### src/rtl/ukprom_seq.sv
// ukprom_seq: micro-sequencer that executes 4-bit microcode nibbles fetched from a 1K x 4 synchronous PROM.
// Each nibble costs an RD (address out) and a CAP (data in) cycle; an instruction executes on the edge ending its last CAP.
module ukprom_seq #(
  parameter int         STACK_DEPTH = 4,
  parameter logic [9:0] START_ADR   = 10'h000
) (
  input  logic       clk,
  input  logic       reset_n,
  input  logic       start,
  output logic [9:0] rom_adr,
  input  logic [3:0] rom_data,
  input  logic [3:0] in_port,
  output logic [3:0] out_port,
  output logic       out_we,
  input  logic       ev_req,
  output logic       ev_ack,
  output logic       busy,
  output logic       halted,
  output logic       err
);
  localparam int SP_W  = $clog2(STACK_DEPTH + 1);
  localparam int IDX_W = (STACK_DEPTH > 1) ? $clog2(STACK_DEPTH) : 1;
  localparam logic [SP_W-1:0] SP_FULL = SP_W'(STACK_DEPTH);

  localparam logic [3:0] OP_JMP  = 4'h1;
  localparam logic [3:0] OP_CALL = 4'h2;
  localparam logic [3:0] OP_RET  = 4'h3;
  localparam logic [3:0] OP_LDI  = 4'h4;
  localparam logic [3:0] OP_OUT  = 4'h5;
  localparam logic [3:0] OP_IN   = 4'h6;
  localparam logic [3:0] OP_JZ   = 4'h7;
  localparam logic [3:0] OP_DEC  = 4'h8;
  localparam logic [3:0] OP_WAIT = 4'h9;
  localparam logic [3:0] OP_HALT = 4'hF;

  typedef enum logic [2:0] {IDLE, RD, CAP, WAITEV, HALTED} state_t;

  state_t          state, state_n;
  logic [9:0]      pc, pc_n, pc_inc, rom_adr_n;
  logic [9:0]      ins_adr, ins_adr_n, cur_adr, target;
  logic [3:0]      op, op_n, cur_op, a1, a1_n, acc, acc_n, out_port_n;
  logic [1:0]      a2, a2_n, idx, idx_n;
  logic [SP_W-1:0] sp, sp_n;
  logic [IDX_W-1:0] top_idx, push_idx;
  logic            out_we_n, ev_ack_n, err_n, push, fault;
  logic [9:0]      stack [STACK_DEPTH];

  function automatic logic [1:0] operand_count(input logic [3:0] o);
    case (o)
      OP_JMP, OP_CALL, OP_JZ: return 2'd3;
      OP_LDI:                 return 2'd1;
      default:                return 2'd0;
    endcase
  endfunction

  assign pc_inc   = pc + 10'd1;
  assign cur_op   = (idx == 2'd0) ? rom_data : op;
  assign cur_adr  = (idx == 2'd0) ? pc : ins_adr;
  assign target   = {a2, a1, rom_data};
  assign top_idx  = IDX_W'(sp - 1'b1);
  assign push_idx = IDX_W'(sp);

  always_comb begin
    state_n    = state;
    pc_n       = pc;
    rom_adr_n  = rom_adr;
    ins_adr_n  = ins_adr;
    op_n       = op;
    a2_n       = a2;
    a1_n       = a1;
    idx_n      = idx;
    acc_n      = acc;
    sp_n       = sp;
    out_port_n = out_port;
    out_we_n   = 1'b0;
    ev_ack_n   = 1'b0;
    err_n      = err;
    push       = 1'b0;
    fault      = 1'b0;
    case (state)
      IDLE, HALTED: begin
        if (start) begin
          pc_n      = START_ADR;
          rom_adr_n = START_ADR;
          sp_n      = '0;
          err_n     = 1'b0;
          idx_n     = 2'd0;
          state_n   = RD;
        end
      end
      RD: state_n = CAP;
      CAP: begin
        pc_n      = pc_inc;
        rom_adr_n = pc_inc;
        state_n   = RD;
        idx_n     = idx + 2'd1;
        case (idx)
          2'd0: begin op_n = rom_data; ins_adr_n = pc; end
          2'd1: a2_n = rom_data[1:0];
          2'd2: a1_n = rom_data;
          default: ;
        endcase
        if (idx == operand_count(cur_op)) begin
          idx_n = 2'd0;
          case (cur_op)
            OP_JMP: begin pc_n = target; rom_adr_n = target; end
            OP_CALL: begin
              if (sp == SP_FULL) fault = 1'b1;
              else begin
                push      = 1'b1;
                sp_n      = sp + 1'b1;
                pc_n      = target;
                rom_adr_n = target;
              end
            end
            OP_RET: begin
              if (sp == '0) fault = 1'b1;
              else begin
                sp_n      = sp - 1'b1;
                pc_n      = stack[top_idx];
                rom_adr_n = stack[top_idx];
              end
            end
            OP_LDI: acc_n = rom_data;
            OP_OUT: begin out_port_n = acc; out_we_n = 1'b1; end
            OP_IN:  acc_n = in_port;
            OP_JZ: begin
              if (acc == 4'h0) begin pc_n = target; rom_adr_n = target; end
            end
            OP_DEC:  acc_n = acc - 4'h1;
            OP_WAIT: begin state_n = WAITEV; rom_adr_n = rom_adr; end
            OP_HALT: begin state_n = HALTED; rom_adr_n = rom_adr; end
            default: ;
          endcase
        end
        // A stack fault parks the sequencer on the offending instruction.
        if (fault) begin
          err_n     = 1'b1;
          state_n   = HALTED;
          pc_n      = cur_adr;
          rom_adr_n = cur_adr;
        end
      end
      WAITEV: begin
        if (ev_req) begin
          ev_ack_n  = 1'b1;
          state_n   = RD;
          rom_adr_n = pc;
        end
      end
      default: state_n = IDLE;
    endcase
  end

  always_ff @(posedge clk or negedge reset_n) begin
    if (!reset_n) begin
      state    <= IDLE;
      pc       <= '0;
      rom_adr  <= '0;
      ins_adr  <= '0;
      op       <= '0;
      a2       <= '0;
      a1       <= '0;
      idx      <= '0;
      acc      <= '0;
      sp       <= '0;
      out_port <= '0;
      out_we   <= 1'b0;
      ev_ack   <= 1'b0;
      err      <= 1'b0;
    end else begin
      state    <= state_n;
      pc       <= pc_n;
      rom_adr  <= rom_adr_n;
      ins_adr  <= ins_adr_n;
      op       <= op_n;
      a2       <= a2_n;
      a1       <= a1_n;
      idx      <= idx_n;
      acc      <= acc_n;
      sp       <= sp_n;
      out_port <= out_port_n;
      out_we   <= out_we_n;
      ev_ack   <= ev_ack_n;
      err      <= err_n;
    end
  end

  // Return addresses are pure data; sp alone decides which entries are live.
  always_ff @(posedge clk) begin
    if (push) stack[push_idx] <= pc_inc;
  end

  assign busy   = (state != IDLE) && (state != HALTED);
  assign halted = (state == HALTED);

endmodule

### config.mk
export PLATFORM = sky130hd
export DESIGN_NAME = ukprom_seq
export DESIGN_NICKNAME = d
export VERILOG_FILES = /design/src/rtl/ukprom_seq.sv
export SDC_FILE = /design/constraint.sdc
export NUM_CORES = 1
export LEC_CHECK = 0
export CAP_MARGIN = 20
export CORE_MARGIN = 3
export CORE_UTILIZATION = 40
export CTS_CLUSTER_SIZE = 10
export DETAILED_ROUTE_END_ITERATION = 10
export GPL_TIMING_DRIVEN = 0
export HOLD_SLACK_MARGIN = 0.15
export PLACE_DENSITY_LB_ADDON = 0.08
export SETUP_SLACK_MARGIN = 0.1
export SLEW_MARGIN = 30
export SYNTH_ARGS = -nofsm -noshare
export SYNTH_HDL_FRONTEND = slang
export SYNTH_SLANG_ARGS = --single-unit
### constraint.sdc
create_clock -name clk -period 5.67 [get_ports clk]
set_input_delay 1.134 -clock clk [delete_from_list [all_inputs] [get_ports clk]]
set_output_delay 1.134 -clock clk [all_outputs]
set_load 0.02 [all_outputs]
==> impl_metrics.yaml, run 1 <==
run_status:
  outcome: "finished clean"
timing:
  fin_crit_sh_pct: 73.7
  timing.final.crit_period_ps: 4180
  clock.fmax_ghz: 0.239
  rsz0062_at_grt: "false"
  tns_ps: 0
  hold_violations: 0
  relSlewSlack_pct: 49.5
  slew_viol_final: 0
  skew_ps: 8.10
  tightest_slew_ps: 755
  finalSetupViolCount: 0
critical_path:
  worstPathRequired_ps: 5650
  critical_path_class: "input port to flip-flop"
  cp_max_fo: 10
  cp_cell_sequence: "clkdlybuf4s50_1 > or3b_4 > nand2_2 > mux2_2 > o21bai_4 > nand2_2 > a2111oi_2 > and2_1"
  cp-start-kind: "input port"
  crit_family: "simple AND/OR/NAND/NOR gates"
  crit_top_cell: "nand2_2"
  cp.arrival_ps: 4160
  endpoint_kind: "flip-flop"
  cp_num_buf_inv: 1
  cpMaxStageDelayCell: "clkdlybuf4s50_1"
  max_stage_delay_ps: 730
power:
  combPwrFrac_pct: 48.5
  power_density_nw_per_um2: 547
  irDropWorstVdd_v: 0.000171
  leakagePower_uw: 0.00240
  seqPwrFrac_pct: 34.4
  clkPwrFrac_pct: 17.1
  swShare_pct: 41.9
  intPower_uw: 1920
  switching_power_uw: 1380
  total_power_uw: 3300
yosys:
  synthesis.nets: 464
  seq_area_frac_synth_pct: 51.1
  yosysUniqueCellTypes: 77
  synth-edff-count: 40
  synthFlopType: "dfrtp_1"
  yosysWarningCount: 0
  synthArstFlopShare_pct: 59.6
  ys_ff_latch: 99
  synthCells: 441
  syn_area_sq_um: 5240
  synth.avg_cell_area_sq_um: 11.9
clock_tree:
  cts_max_level: 3
  postCtsSetupBuffers: 0
  cts_buffers: 9
  cts.path.max_buffers: 2
  postCtsHoldBufs: 0
  clkLatencyLatePin_ps: 350
  cts.sinks: 99
  cts-root-buf: "clkbuf_16"
  cts_resized: 0
  cts.clk_slew.worst_paths_ps: 70
  cts_tree: "yes"
layout:
  layout_commonest_cell: "dfrtp_1"
  seq_area_sq_um: 2680
  finalInstanceArea_sq_um: 6040
  n_antenna_cell: 0
  n_fill_cell: 1245
  area_growth_pct: 15.3
  multi_input_area_sq_um: 2370
  drive_above_1_share_pct: 17.0
  postLayoutCoreUtil_pct: 47.5
  fin_nets: 505
  most-common-layout-cells: "dfrtp_1 (59), nand2_1 (42), edfxtp_1 (40)"
global_routing:
  grt_max_degree: 49
  grt_pass1_vias: 3771
  antenna_found_initial: 0
  grt_overflow: 0
  grt_pass1_wl_microns: 20900
  grt_usage_pct: 18.9
floorplan:
  core_sq_um: 12700
  die_area_sq_um: 14500
  die_w_microns: 120
  fp-row-count: 41
  die_h_microns: 120
  start_util_pct: 41.2
  io-pin-count: 31
route:
  wl_microns: 13000
  vias: 3743
  dr.pass1.iters: 4
  wl_per_cell_microns: 19.7
  drt_iter0_drc: 233
  routed_via_density: 5.68
  drc: 0
  ant_nets: 0
job:
  maxCapViolCount: 0
placed_design:
  placedInstanceArea_sq_um: 5770
  dpl.hpwl_microns: 9570
  gp_congestion: 0.843
  portBuffers: 29
min_path:
  hold_path.class: "flip-flop to flip-flop"
## cells by family after synthesis
kind of cell | synth area share [%]
fa+ha+maj | 2.63
buf+inv | 3.56
simple gates | 11.6
compound gates | 16.6
xor+xnor | 2.63
flops | 51.1
mux | 11.9
## path summary, 6_finish.rpt
check / from / end / slack (ps) / cells after the start
setup / recovery: rom_data[3] / stack[2][8] / 1490 / 8
hold / removal: state[2] / state[1] / 470 / 1
setup reg to reg: sp[0] / rom_adr[2] / 1880 / 9
hold reg to reg: state[2] / state[1] / 470 / 1
max in group asynchronous: reset_n / ins_adr[6] / 4540 / 2
min in group asynchronous: reset_n / op[0] / 630 / 1
## layout make-up
cell class,count,share of cell area (%)
Clock inverter,6,0.684
Timing Repair Buffer,30,5.22
Clock buffer,10,3.79
Multi-Input combinational cell,301,39.3
Buffer,21,1.84
Tap cell,172,3.56
Inverter,20,1.24
Sequential cell,99,44.3
## metrics by stage
step	std cells	hold slack [ps]	worst slack [ps]
detailed placement	643	473	1130
CTS	659	479	1490
finish	659	472	1490
global route	659	513	1350
floorplan	441	425	2350
global placement	642	449	1150
## worst register-to-register path: stages (launching register included)
cell      delay (ps)
dfrtp_1          460
buf_1            610
inv_1            240
ha_1             370
clkbuf_1         540
mux4_2           430
a22o_1           290
a222oi_1         450
a211o_1          210
a31oi_1           80
## cells in the mapped netlist (3+ instances only)
master     number  share of area [%]
xor2_1          4               0.67
nand2_1        42                3.0
edfxtp_1       40                 23
o21ai_0        25                2.4
clkbuf_1       10               0.72
o22ai_1         5               0.60
inv_1          20                1.4
nand3_1        13                1.2
mux2i_1        14                2.7
mux2_2         23                4.9
a21oi_1         8               0.76
buf_2           5               0.48
nor2_1         21                1.5
a221oi_1        3               0.50
o211ai_1        3               0.43
a22o_1          6                1.0
a22oi_1         6               0.86
mux4_2         10                4.3
xnor2_1         8                1.3
ha_1           11                2.6
and3_1          8               0.96
a222oi_1        3               0.57
a31oi_1        11                1.3
buf_4           3               0.43
and2_1          9                1.1
dfrtp_1        59                 28
o2bb2ai_1       3               0.50
## metal layers
layer / GRT usage (%) / routed length [microns] / up-vias
met5: 0 / 0 / -
met4: 7.08 / 218 / 0
met3: 2.85 / 435 / 14
met2: 30.0 / 6220 / 72
met1: 26.1 / 6140 / 1910
li1: - / - / 1747
## state kept, by name, summed over array words and instances (netlist names)
signal and flops:
pc 10, ev_ack 1, err 1, stack 40, out_we 1, a1 4, op 4, state 3
a2 2, rom_adr 10, sp 3, idx 2, acc 4, ins_adr 10, out_port 4
## power by group through the flow
stage,Sequential (uW),Combinational (uW),Clock [uW]
after detailed placement,1150,1610,0
after global routing,1170,1760,606
after floorplan,1150,1090,0
final,1140,1600,567
after CTS,1130,1620,580
after global placement,1140,1600,0
Note: power is estimated with default switching activity, not from simulation.
==> run 2: changes to the inputs <==
Clock period 5.67 ns to 3.8 ns, I/O delays scaled along.
==> impl_metrics.yaml, run 2 (same netlist as run 1, synthesis figures left out) <==
timing:
  tightest_slew_ps: 745
  clock.fmax_ghz: 0.277
  fin_crit_sh_pct: 95.0
  rsz0062_at_grt: "true"
  skew_ps: 8.16
  timing.final.crit_period_ps: 3610
  hold_violations: 0
  finalSetupViolCount: 0
  whs_ps: 254
  relSlewSlack_pct: 50.2
  finalWorstSetupSlack_ps: 191
  slew_viol_final: 0
route:
  routed_via_density: 5.65
  dr.pass1.iters: 5
  vias: 3726
  wl_microns: 13000
  wl_per_cell_microns: 19.8
  drc: 0
  ant_nets: 0
  drt_iter0_drc: 222
clock_tree:
  cts_tree: "yes"
  postCtsHoldBufs: 0
  cts.sinks: 99
  cts.clk_slew.worst_paths_ps: 70
  cts_buffers: 9
  clkLatencyLatePin_ps: 350
  cts-root-buf: "clkbuf_16"
  postCtsSetupBuffers: 0
  cts_max_level: 3
  cts.path.max_buffers: 2
layout:
  layout_commonest_cell: "dfrtp_1"
  drive_above_1_share_pct: 18.3
  finalInstanceArea_sq_um: 6050
  largest_reg_flops: 40
  n_fill_cell: 1247
  most-common-layout-cells: "dfrtp_1 (59), nand2_1 (42), edfxtp_1 (40)"
  fin_cells: 659
  n_antenna_cell: 0
  fin_nets: 505
  largest_register: "stack"
  area_growth_pct: 15.6
placed_design:
  dpl.hpwl_microns: 9570
  post-place-ws_ps: -366
  gp_congestion: 0.843
  portBuffers: 29
  dp_cells: 643
  placedInstanceArea_sq_um: 5770
global_routing:
  groute.layer.met2.usage_pct: 30.0
  busiest_layer: "met2"
  grt_overflow: 0
  grtUsageMet3_pct: 2.85
  antenna_found_initial: 0
  grt_usage_pct: 18.9
  grt_pass1_vias: 3774
  gr-usage-met1_pct: 26.2
  grt_pass1_wl_microns: 20900
  grt_max_degree: 49
critical_path:
  rr_startpoint: "idx[1]"
  worstPathRequired_ps: 3820
  worstReg2RegEnd: "stack[2][8]"
  cpMaxStageDelayCell: "clkdlybuf4s50_1"
  cp-start-kind: "input port"
  max_stage_delay_ps: 730
  endpoint_kind: "flip-flop"
  cp_cell_sequence: "clkdlybuf4s50_1 > or3b_4 > nand2_2 > mux2_2 > o21bai_4 > nand2_2 > a2111oi_2 > and2_2"
  cp_max_fo: 10
  crit_top_cell: "nand2_2"
  cp.arrival_ps: 3630
  r2r_setup_slack_ps: 430
  reg2reg_depth: 10
  critical_path_class: "input port to flip-flop"
power:
  irDropWorstVdd_v: 0.000256
  power_density_nw_per_um2: 816
  leakagePower_uw: 0.00241
floorplan:
  core_sq_um: 12700
  fp-row-count: 41
  start_util_pct: 41.2
  io-pin-count: 31
  die_area_sq_um: 14500
  die_w_microns: 120
  die_h_microns: 120
job:
  maxCapViolCount: 0
min_path:
  hold_path.class: "input port to asynchronous set/reset pin"
run_status:
  outcome: "finished clean"
[run 2: timing repair]
item / 4_1_cts / 5_1_grt
gates resized for setup: 6 / 2
setup endpoints to repair: 46 / 22
gates cloned: 0 / 0
[run 2: through the flow]
stage | total power, uW | utilization [%] | TNS (ps)
6_report | 4940 | 47.6 | 0
5_1_grt | 5270 | 47.6 | 0
4_1_cts | 4970 | 47.6 | 0
3_5_place_dp | 4110 | 45.3 | -13210
3_3_place_gp | 4090 | 45.1 | -22680
2_1_floorplan | 3350 | - | 0
[run 2: critical path: cells and delay by family]
kind,cells,cell delay (ps)
and+or+nand+nor,4,1020
muxes,1,330
buffers and inverters,1,730
AOI/OAI and AO/OA,2,780
[run 2: per-layer routing]
metal | up-vias | wire length [microns]
met5 | - | 0
li1 | 1744 | -
met3 | 14 | 398
met1 | 1893 | 6220
met2 | 75 | 6210
met4 | 0 | 218
[run 2: worst max-delay path by stage]
| stage | from | end | slack, ps |
|---|---|---|---|
| floorplan | sp[0] | rom_adr[2] | 850 |
| global route | rom_data[3] | stack[0][8] | 70 |
| global placement | rom_data[3] | stack[0][3] | -350 |
| detailed placement | rom_data[3] | stack[0][3] | -370 |
| CTS | sp[0] | rom_adr[2] | 160 |
| finish | rom_data[3] | stack[2][8] | 190 |
[run 2: final cells by class]
type	instances	area, sq um	area share, %
Multi-Input combinational cell	301	2380	39.3
Sequential cell	99	2680	44.2
Inverter	20	75.1	1.24
Clock buffer	10	229	3.78
Clock inverter	6	41.3	0.682
Buffer	21	120	1.98
Timing Repair Buffer	30	315	5.21
Tap cell	172	215	3.56
[run 2: where the power goes]
part | switching, uW | leakage, uW | total [uW] | internal (uW)
Sequential | 262 | 0.00113 | 1690 | 1430
Clock | 403 | 0.000123 | 846 | 444
Combinational | 1400 | 0.00116 | 2400 | 995
Total | 2070 | 0.00241 | 4940 | 2870
==> RTL change (config.mk and constraints of run 1) <==
Set the parameter `STACK_DEPTH` to 8 (it was 4).
--- a/src/rtl/ukprom_seq.sv
+++ b/src/rtl/ukprom_seq.sv
@@ -1,7 +1,7 @@
 // ukprom_seq: micro-sequencer that executes 4-bit microcode nibbles fetched from a 1K x 4 synchronous PROM.
 // Each nibble costs an RD (address out) and a CAP (data in) cycle; an instruction executes on the edge ending its last CAP.
 module ukprom_seq #(
-  parameter int         STACK_DEPTH = 4,
+  parameter int         STACK_DEPTH = 8,
   parameter logic [9:0] START_ADR   = 10'h000
 ) (
   input  logic       clk,
Formal check against the unedited RTL: no difference found for any inputs over 4 cycles, from zero or initial values and one cycle with reset_n low; that may be too few to reach the edited logic, so the function may still have changed.
==> RTL change against run 1 <==
Wire length grew 41%. Largest cell class unchanged. Worst setup slack lost 140 ps. Cell area grew 38%. Via count grew 32%. Total power grew 34%. Sequential cell count grew 41. Clock power grew 96%. Synthesized area grew 35%.
==> RTL change: results <==
set metrics [dict create \
    place_congestion 0.8998 \
    synth-edff-count 80 \
    ys_types 70 \
    clkTransAtPathRegs_ps 60 \
    wl_per_cell_um 21.56 \
    cts_root_buf "clkbuf_16" \
    critPathMaxStageDelay_ps 690 \
    clockBufferDepth 2 \
    dpl-instance-area_um2 7710 \
    nets 642 \
    post_cts_buffers 0 \
    grt_use_met1_pct 27.75 \
    clock_latency_ps 420 \
    synth_ff_type "edfxtp_1" \
    grt_usage_pct 19.56 \
    antenna_cells 0 \
    worst_path_max_delay_cell "clkdlybuf4s50_1" \
    synth_fa_ha_area_share_pct 1.596 \
    dr.first_iter.drc_count 432 \
    ir_drop_mv 0.2435 \
    antenna_found_initial 0 \
    cts_max_level 4 \
    synth.top_cells.by_count "edfxtp_1, dfrtp_1, nand2_1, o21ai_0, mux2_2" \
    drive_gt1_share_pct 21.14 \
    crit_fanout 10 \
    hold_path_class "reg2reg" \
    firstDrtPassIters 5 \
    numCtsBuffers 17 \
    cp_top_family "simple AND/OR/NAND/NOR gates" \
    power_switching_mw 1.721 \
    grt_pass1_vias 5017 \
    ys_ff_latch 140 \
    viasPerCell 5.773 \
    grtUsageMet3_pct 4.621 \
    cts_resized 0 \
    port_buffers 30 \
    synth.net_count 588 \
    p_leak_nw 3.211 \
    critPathArrivalTime_ps 4370 \
    globalRouteMet2Util_pct 30.25 \
    ys_seq_area_share_pct 55.34 \
    grt_pass1_wl_mm 29.23 \
    async_flop_share_pct 42.86 \
    top_register "stack" \
    synth_xor_area_share_pct 1.738 \
    yosys_warnings 0 \
    status "completed" \
    fin_skew_ps 7.361 \
    largest_reg_flops 80 \
    muxShareOfSynthArea_pct 13.94 \
    grt_max_degree 38 \
    dp_hpwl_mm 12.66 \
    synth_compound_area_share_pct 11.67 \
    max-slew-margin-rel_pct 40.15 \
    synth.area.top_cells "edfxtp_1, dfrtp_1, mux4_2, mux2_2, nand2_1" \
]
RTL change: final cells by class:
type                       count  area (µm²)
clock buffer                  17       425.4
multi-input combinational    382        2984
tap                          220       275.3
clock inverter                15       161.4
inverter                      12       45.04
fill                        1487        8632
buffer                        33       161.4
timing repair buffer          35       347.8
sequential                   140        3904
RTL change: cells by family (layout without fill, tap and decap cells):
| kind of cell | after synthesis | after routing |
|---|---|---|
| and+or+nand+nor | 170 | 170 |
| muxes | 69 | 69 |
| AOI/OAI and AO/OA | 120 | 120 |
| DFF | 140 | 140 |
| buffers and inverters | 45 | 112 |
| adders and majority gates | 9 | 9 |
| xor gates and xnor gates | 14 | 14 |
RTL change: worst paths after layout:
check | start | to | slack (ps) | depth (start not counted)
worst max register to register | idx[0] | stack[3][3] | 1680 | 10
min in group asynchronous | reset_n | sp[2] | 620 | 1
max in group asynchronous | reset_n | ins_adr[0] | 4520 | 2
worst max-delay path | rom_data[2] | stack[3][3] | 1350 | 8
worst min register to register | state[2] | state[1] | 480 | 1
worst min-delay path | state[2] | state[1] | 480 | 1
RTL change: per-stage QoR:
step | hold slack [ps] | worst slack (ps) | instances
floorplan | 426.1 | 1855 | 567
global placement | 455.0 | 116.7 | 817
detailed placement | 467.3 | 1018 | 822
CTS | 475.3 | 1433 | 854
global route | 483.1 | 1203 | 854
finish | 478.4 | 1350 | 854
RTL change: power by group through the flow:
stage                     clock network, mW  registers [mW]  logic [mW]
final                                  1.11            1.46        1.85
after global routing                   1.17            1.49        2.01
after CTS                              1.13            1.46        1.84
after detailed placement                  0            1.48        1.83
after global placement                    0            1.47        1.80
after floorplan                           0            1.47        1.26
RTL change: metal layers:
metal  vias up  part of all wire, %
li1       2263                    -
met1      2497                   47
met2       151                   47
met3        19                  4.8
met4         0                  1.3
met5         -                    0
